**config.mk**
```make
export PLATFORM = sky130hd
export DESIGN_NAME = baud_tick_generator
export DESIGN_NICKNAME = d
export VERILOG_FILES = /design/src/rtl/uart_pkg.sv /design/src/rtl/baud_phase_counter.sv /design/src/rtl/baud_tick_generator.sv
export SDC_FILE = /design/constraint.sdc
export NUM_CORES = 1
export LEC_CHECK = 0
export ABC_AREA = 1
export BUFFER_PORTS_ARGS = -buffer_cell sky130_fd_sc_hd__buf_4
export CORE_MARGIN = 4
export CORE_UTILIZATION = 57
export DETAILED_ROUTE_END_ITERATION = 16
export GPL_TIMING_DRIVEN = 0
export PLACE_DENSITY = 0.76
export SYNTH_ARGS = -nofsm -noshare
export SYNTH_HDL_FRONTEND = slang
export SYNTH_HIERARCHICAL = 1
export SYNTH_SLANG_ARGS = --single-unit
```
**constraint.sdc**
```tcl
create_clock -name clk -period 7.5 [get_ports clk]
set_input_delay 0.75 -clock clk [delete_from_list [all_inputs] [get_ports clk]]
set_output_delay 0.75 -clock clk [all_outputs]
set_load 0.005 [all_outputs]
```
**src/rtl/uart_pkg.sv**
```systemverilog
// Shared UART link constants: default widths, oversampling ratio and the
// reset divisor for a 100 MHz system clock running the link at 9600 baud.
package uart_pkg;

  localparam int DEFAULT_DIV_W      = 16;
  localparam int DEFAULT_FRAC_W     = 4;
  localparam int DEFAULT_OVERSAMPLE = 16;
  localparam int PHASE_W            = $clog2(DEFAULT_OVERSAMPLE);

  // 100 MHz / (9600 * 16) = 651.04, rounded to 651 + 1/16
  localparam int DEFAULT_RST_DIV_INT  = 651;
  localparam int DEFAULT_RST_DIV_FRAC = 1;

endpackage

```
**src/rtl/baud_phase_counter.sv**
```systemverilog
// Tracks the sample index within the current bit and flags the sample tick
// that closes a bit period (phase wrapping back to zero).
module baud_phase_counter
  import uart_pkg::*;
#(
  parameter int OVERSAMPLE = DEFAULT_OVERSAMPLE
) (
  input  logic                          clk,
  input  logic                          reset,
  input  logic                          sample_tick,
  input  logic                          sync_clear,
  output logic [$clog2(OVERSAMPLE)-1:0] phase,
  output logic                          baud_tick
);

  localparam int PH_W = $clog2(OVERSAMPLE);

  logic [PH_W-1:0] phase_q, phase_d;
  logic            baud_q, baud_d;

  // OVERSAMPLE is a power of two, so the natural wrap of phase_q + 1 is the modulo
  always_comb begin
    phase_d = phase_q;
    baud_d  = 1'b0;
    if (sync_clear) begin
      phase_d = '0;
    end else if (sample_tick) begin
      phase_d = phase_q + PH_W'(1);
      baud_d  = (phase_q == PH_W'(OVERSAMPLE - 1));
    end
  end

  always_ff @(posedge clk or negedge reset) begin
    if (!reset) begin
      phase_q <= '0;
      baud_q  <= 1'b0;
    end else begin
      phase_q <= phase_d;
      baud_q  <= baud_d;
    end
  end

  assign phase     = phase_q;
  assign baud_tick = baud_q;

endmodule

```
**src/rtl/baud_tick_generator.sv**
```systemverilog
// Fractional-N baud tick generator: runtime-loadable divisor shadow, period
// down-counter and fractional phase accumulator; all outputs are registered enables.
module baud_tick_generator
  import uart_pkg::*;
#(
  parameter int DIV_W        = DEFAULT_DIV_W,
  parameter int FRAC_W       = DEFAULT_FRAC_W,
  parameter int OVERSAMPLE   = DEFAULT_OVERSAMPLE,
  parameter int RST_DIV_INT  = DEFAULT_RST_DIV_INT,
  parameter int RST_DIV_FRAC = DEFAULT_RST_DIV_FRAC
) (
  input  logic                          clk,
  input  logic                          reset,
  input  logic                          en,
  input  logic                          sync_clear,
  input  logic                          cfg_valid,
  output logic                          cfg_ready,
  input  logic [DIV_W-1:0]              cfg_div_int,
  input  logic [FRAC_W-1:0]             cfg_div_frac,
  output logic                          cfg_err,
  output logic                          sample_tick,
  output logic                          baud_tick,
  output logic [$clog2(OVERSAMPLE)-1:0] phase
);

  localparam logic [DIV_W-1:0]  RST_INT  = DIV_W'(RST_DIV_INT);
  localparam logic [FRAC_W-1:0] RST_FRAC = FRAC_W'(RST_DIV_FRAC);

  logic [DIV_W-1:0]  div_int_q, div_int_d;
  logic [FRAC_W-1:0] div_frac_q, div_frac_d;
  logic [DIV_W-1:0]  shd_int_q, shd_int_d;
  logic [FRAC_W-1:0] shd_frac_q, shd_frac_d;
  logic              shd_valid_q, shd_valid_d;
  logic [DIV_W-1:0]  cnt_q, cnt_d;
  logic [FRAC_W-1:0] acc_q, acc_d;
  logic              tick_q, tick_d;
  logic              err_q, err_d;

  logic [FRAC_W:0]   acc_sum;
  logic              accept;
  logic              reload_pt;
  logic              apply_shd;

  // A pending divisor takes effect only at a period boundary, while frozen, or on
  // realign, so an in-flight period always finishes on the old divisor.
  always_comb begin
    acc_sum     = {1'b0, acc_q} + {1'b0, div_frac_q};
    accept      = cfg_valid & ~shd_valid_q;
    reload_pt   = en & (cnt_q == '0);
    apply_shd   = shd_valid_q & (sync_clear | ~en | reload_pt);
    div_int_d   = apply_shd ? shd_int_q : div_int_q;
    div_frac_d  = apply_shd ? shd_frac_q : div_frac_q;
    shd_int_d   = shd_int_q;
    shd_frac_d  = shd_frac_q;
    shd_valid_d = shd_valid_q & ~apply_shd;
    cnt_d       = cnt_q;
    acc_d       = acc_q;
    tick_d      = 1'b0;
    err_d       = accept & (cfg_div_int < DIV_W'(2));

    if (sync_clear) begin
      cnt_d = div_int_d - DIV_W'(1);
      acc_d = '0;
    end else if (reload_pt) begin
      tick_d = 1'b1;
      if (apply_shd) begin
        cnt_d = div_int_d - DIV_W'(1);
        acc_d = '0;
      end else begin
        cnt_d = div_int_q - DIV_W'(1) + {{(DIV_W-1){1'b0}}, acc_sum[FRAC_W]};
        acc_d = acc_sum[FRAC_W-1:0];
      end
    end else if (en) begin
      cnt_d = cnt_q - DIV_W'(1);
    end else if (apply_shd) begin
      acc_d = '0;
    end

    if (accept && !err_d) begin
      shd_int_d   = cfg_div_int;
      shd_frac_d  = cfg_div_frac;
      shd_valid_d = 1'b1;
    end
  end

  always_ff @(posedge clk or negedge reset) begin
    if (!reset) begin
      div_int_q   <= RST_INT;
      div_frac_q  <= RST_FRAC;
      shd_int_q   <= '0;
      shd_frac_q  <= '0;
      shd_valid_q <= 1'b0;
      cnt_q       <= RST_INT - DIV_W'(1);
      acc_q       <= '0;
      tick_q      <= 1'b0;
      err_q       <= 1'b0;
    end else begin
      div_int_q   <= div_int_d;
      div_frac_q  <= div_frac_d;
      shd_int_q   <= shd_int_d;
      shd_frac_q  <= shd_frac_d;
      shd_valid_q <= shd_valid_d;
      cnt_q       <= cnt_d;
      acc_q       <= acc_d;
      tick_q      <= tick_d;
      err_q       <= err_d;
    end
  end

  baud_phase_counter #(
    .OVERSAMPLE (OVERSAMPLE)
  ) u_phase (
    .clk         (clk),
    .reset       (reset),
    .sample_tick (tick_d),
    .sync_clear  (sync_clear),
    .phase       (phase),
    .baud_tick   (baud_tick)
  );

  assign cfg_ready   = ~shd_valid_q;
  assign cfg_err     = err_q;
  assign sample_tick = tick_q;

endmodule

```
==> results of run 1 <==
## final cells by class
type | instances | area [µm²]
Inverter | 62 | 233
Clock inverter | 4 | 48.8
Fill cell | 625 | 2410
Tap cell | 99 | 124
Sequential cell | 68 | 1710
Multi-Input combinational cell | 418 | 2340
Buffer | 13 | 75.1
Timing Repair Buffer | 32 | 240
Clock buffer | 12 | 145
## tightest hold or removal path, stage by stage (launching register included)
cell and delay (ns):
dfrtp_1 0.34, nand2_1 0.05, nand2_1 0.04
## kinds of logic (layout without fill, tap and decap cells)
kind of cell / count (synthesis) / in the layout / synth area share [%]
simple gates: 306 / 306 / 33.7
buf+inv: 75 / 123 / 7.05
flops: 68 / 68 / 39.3
compound gates: 67 / 67 / 8.83
mux: 20 / 20 / 5.16
xor+xnor: 15 / 15 / 3.01
fa+ha+maj: 10 / 10 / 3.04
## per-layer routing
| layer | vias up | GRT usage [%] |
|---|---|---|
| li1 | 1902 | - |
| met2 | 108 | 39.6 |
| met4 | 0 | 7.94 |
| met1 | 1735 | 32.7 |
| met5 | - | 0 |
| met3 | 18 | 5.13 |
## Yosys cell counts (all sizes together), types with 2 or more instances
cell and number:
buf 9, nand2 165, a22o 4, nand3b 7
a22oi 7, o21ai 29, nand4 3, a21oi 21
xor2 13, nor3 10, ha 9, xnor2 2
clkbuf 4, nand3 42, nor4 4, dfstp 10
a31oi 2, nor2 75, dfrtp 58, inv 61
mux2 20
## power groups by stage
stage          Clock, mW  Sequential (mW)  Combinational [mW]
4_1_cts            0.306            0.530               0.445
2_1_floorplan          0            0.520               0.348
3_3_place_gp           0            0.534               0.428
3_5_place_dp           0            0.536               0.441
5_1_grt            0.321            0.543               0.507
6_report           0.299            0.531               0.446
## final timing paths
| kind | end | start | depth (start not counted) | slack [ns] |
|---|---|---|---|---|
| max | cnt_q[15] | acc_q[0] | 17 | 4.37 |
| min | div_frac_q[3] | shd_frac_q[3] | 2 | 0.47 |
| max reg2reg | cnt_q[15] | acc_q[0] | 17 | 4.37 |
| min reg2reg | div_frac_q[3] | shd_frac_q[3] | 2 | 0.47 |
| max in group asynchronous | cnt_q[8] | reset | 1 | 6.44 |
| min in group asynchronous | shd_int_q[3] | reset | 1 | 0.49 |
## through the flow
step | power, mW | hold slack, ns
after global routing | 1.37 | 0.502
final | 1.28 | 0.470
after detailed placement | 0.977 | 0.453
after CTS | 1.28 | 0.473
after global placement | 0.963 | 0.453
after floorplan | 0.868 | 0.436
## registers in the layout (all words and copies together) (netlist names)
signal             flops
u_phase/phase          4
sample_tick            1
div_frac_q             4
u_phase/baud_tick      1
shd_int_q             16
acc_q                  4
shd_frac_q             4
cnt_q                 16
div_int_q             16
shd_valid_q            1
cfg_err                1
==> metrics, run 1 <==
period utilisation layout=41.8%; initial antenna violation count=0; leading area contributor after synthesis=dfrtp_1; number of library cell types mapped by synthesis=36; hold crit path type=register to register; Met3 Routed Length=533 µm; Max FO, Critical Path=4; cell area after synthesis=4370 µm²; delay-heaviest family, CP=simple AND/OR/NAND/NOR gates; vias post-DR=3763; Total Routing Usage GR=24.5%; Layout Skew=0.0134 ns; area grow syn2layout=12.8%; asr flop ratio synth=100%; status=finished, final reports clean; commonest non-fill, non-tap cells in the layout=135 x nand2_1, 59 x inv_1, 58 x nor2_1, 58 x dfrtp_1, 42 x nand3_1; Die Span Y=95.5 µm; maximum number of pins on one net before global-route repair=69; top cells by area, synth=dfrtp_1 33%, nand2_1 12%, dfstp_2 6.0%; Skew-Pair Late Insertion Delay=0.35 ns; first-pass GRT wire length=17100 µm; Max Clk Rate=0.319 GHz; grt total ovfl=0; Initial Util=59.6%; slowest CP cell=dfrtp_1; pwr dens=259 nW/µm²; EDFF count, synth=0; Non-Filler Instances=708; worst-margin pin slew=0.979 ns; die area=9130 µm²; Worst EP required=7.74 ns; register area share after synthesis=39.3%; Seq cells post-synth=68; Critical Path Max Stage Delay=0.39 ns; CTS tree=yes; DRT Pass-1 Iters=4; final setup violation count=0; most common cell after layout, fill and taps aside=nand2_1; DP Area=4730 µm²; clock transition at the registers of the reported paths=0.07 ns; Rows=31; sequential share of power=41.6%; routability congestion estimate=0.875; clock power share=23.4%; top sig layer=met4; share of layout cells above drive strength 1=22.2%; number of global-route vias before repair=3705; Post-synth top flop=dfrtp_1; WL per Instance=14.1 µm; relative slew slack=34.5%; Yosys top cell area share=33.2%; Data arrival, critical path=3.38 ns; H-tree lvl count=3; Critical Path Source Type=register; sw frac=38.2%; CTS Sinks=68; core area=7330 µm²; crit path cell chain=ha_1, inv_1, fa_1, o21ai_0, a21oi_1, ha_1, nand3_1, nor2_1, nand2_1, nor3_1, nand2_1, nor2_1, nand3_1, o21ai_0, a21oi_1, nand2_1, nand2_1; cells after synthesis=561; RSZ-0062 raised after global routing=false; DIE WIDTH=95.5 µm; TritonCTS Buffers=9; Worst setup EP type=register; Final min period=3.13 ns; Max rail drop VDD=0.141 mV; Post-Syn Nets=596; post-detail-place hpwl=7640 µm; critical path buffer and inverter count=1; pre-CTS setup slack=4.40 ns; Max Cap Violations=0; io pins=33; antenna-violating nets left=0; Avg Synthesized Cell Area=7.78 µm²; Post-Route M1 WL=4650 µm; Final WS setup=4.37 ns; CTS root buf=clkbuf_8; # diodes=0; placed cell count=692; # Post-CTS Setup Buffers=0; routed length on met2=4630 µm; fin area=4920 µm²; Int Pwr=789 µW; Lkg Pwr=2.41 nW; CP dominant cell by count=nand2_1; Post-CTS Resized=0; Comb pwr share=35.0%; Hold Fails Final Rpt=0; Slew Limit Fails=0; DR vias/cell=5.31; total negative setup slack=0 ns; drt total wl=10000 µm; Yosys Warn Count=6; Residual DRC=0; maximum clock insertion buffer count=2; Crit Path Class=register to register; initial DRC count=167; hold buffer count at cts=0; NumNets Final=639; net switching power=487 µW; PortBufs=32; Util after Layout=67.2%
No activity file was read; power rests on OpenSTA's default activity.
==> run 2, diff against run 1 <==
CORE_UTILIZATION = 55   (was 57)
PLACE_DENSITY = 0.77   (was 0.76)
clock period = 2.8 ns   (was 7.5 ns; I/O delays follow)
==> metrics, run 2 (synthesis results as in run 1) <==
antenna-violating nets left=0; Lkg Pwr=2.44 nW; initial DRC count=168; drt total wl=10400 µm; Rows=32; post-detail-place hpwl=7880 µm; area grow syn2layout=16.4%; DIE WIDTH=97.1 µm; # diodes=0; initial antenna violation count=0; Final min period=2.66 ns; critical path endpoint=cnt_q[15]; routability congestion estimate=0.891; io pins=33; CTS Sinks=68; Data arrival, critical path=2.90 ns; CTS tree=yes; DP Area=4730 µm²; Total Routing Usage GR=22.9%; vias post-DR=3767; PortBufs=32; status=finished, final reports clean; TritonCTS Buffers=9; grt total ovfl=0; pre-CTS setup slack=-0.290 ns; most common cell after layout, fill and taps aside=nand2_1; fillcell total=647; hold crit path type=primary input to asynchronous set/reset pin; pwr dens=692 nW/µm²; DR vias/cell=5.25; number of global-route vias before repair=3639; Final WS setup=0.143 ns; Skew-Pair Late Insertion Delay=0.35 ns; Worst EP required=3.04 ns; die area=9430 µm²; core area=7730 µm²; maximum clock insertion buffer count=2; Max rail drop VDD=0.461 mV; relative slew slack=44.9%; clock transition at the registers of the reported paths=0.08 ns; share of layout cells above drive strength 1=26.3%; r2r setup slk=0.14 ns; WL per Instance=14.4 µm; Hold Fails Final Rpt=0; maximum number of pins on one net before global-route repair=69; Reg-to-Reg Start=acc_q[0]; fin area=5080 µm²; CTS root buf=clkbuf_8; r2r endpoint=cnt_q[15]; Max Clk Rate=0.376 GHz; slowest CP cell=dfrtp_1; hold buffer count at cts=0; Slew Limit Fails=0; Crit Path Class=register to register; worst reg2reg path depth=17; period utilisation layout=94.9%; NumNets Final=645; Min Hold Slack=0.0257 ns; Critical Path Max Stage Delay=0.40 ns; Max FO, Critical Path=4; Layout Skew=0.00986 ns; H-tree lvl count=3; worst-margin pin slew=0.827 ns; Residual DRC=0; Worst setup EP type=register; first-pass GRT wire length=17500 µm; Util after Layout=65.8%; placed cell count=695; DRT Pass-1 Iters=5; Non-Filler Instances=717; RSZ-0062 raised after global routing=true; crit path cell chain=ha_2, inv_2, fa_2, o21ai_2, a21oi_2, ha_2, nand3_4, nor2_4, nand2_2, nor3_4, nand2_2, nor2_4, nand3_2, o21ai_1, a21oi_1, nand2_1, nand2_1; commonest non-fill, non-tap cells in the layout=131 x nand2_1, 58 x inv_1, 58 x dfrtp_1, 54 x nor2_1, 40 x nand3_1; Largest regs=cnt_q: 16 flops, div_int_q: 16 flops, shd_int_q: 16 flops; Die Span Y=97.1 µm; Worst setup startpoint=acc_q[0]; Initial Util=56.5%; Max Cap Violations=0; Critical Path Source Type=register; final setup violation count=0
run 2: area by class of cell:
type	count	area (µm²)	share of cell area (%)
well taps	102	128	2.51
repair buffers	38	285	5.61
clock inverters	6	71.3	1.40
multi-input cells	418	2450	48.2
plain buffers	13	75.1	1.48
inverters	62	233	4.58
flip-flops and latches	68	1710	33.7
clock buffers	10	128	2.51
run 2: timing repair:
| action | 4_1_cts | 5_1_grt |
|---|---|---|
| setup endpoints to repair | 11 | 8 |
| resized for setup | 6 | 21 |
| buffers inserted | 0 | 6 |
| pin swaps | 0 | 16 |
run 2: how the worst min path moves through the flow:
stage	from	endpoint	slack (ns)	cells past startpoint
finish	reset	cnt_q[14]	0.03	1
global route	reset	u_phase/phase[1]	0.11	1
CTS	reset	cnt_q[14]	0.06	1
detailed placement	reset	cnt_q[14]	0.44	1
global placement	reset	cnt_q[15]	0.43	1
floorplan	reset	acc_q[0]	-0.02	0
run 2: power breakdown:
| part | internal [mW] | switching [mW] | leakage (nW) | total (mW) |
|---|---|---|---|---|
| registers | 1.22 | 0.211 | 0.827 | 1.43 |
| logic | 0.484 | 0.772 | 1.52 | 1.26 |
| clock network | 0.419 | 0.407 | 0.0935 | 0.826 |
run 2: per-stage QoR:
step	total power, mW	setup TNS, ns
6_report	3.52	0
4_1_cts	3.46	0
3_5_place_dp	2.62	-0.866
2_1_floorplan	2.32	0
3_3_place_gp	2.59	-0.498
5_1_grt	3.78	-0.127
run 2: routing by layer:
metal  vias to the layer above  share of wire [%]  track usage (%)
met5                         -                  0                0
met2                        81                 46             36.3
met3                        17                4.6             4.09
met1                      1752                 48             32.0
met4                         0                2.0             7.13
li1                       1917                  -                -
run 2: critical path, delay by kind of cell (launching register included):
kind	cells	cell delay, ns
AO/OA/AOI/OAI	4	0.45
adder cells (fa/ha/maj)	3	0.66
buffers and inverters	1	0.06
flip-flops	1	0.40
AND/OR/NAND/NOR	9	0.98
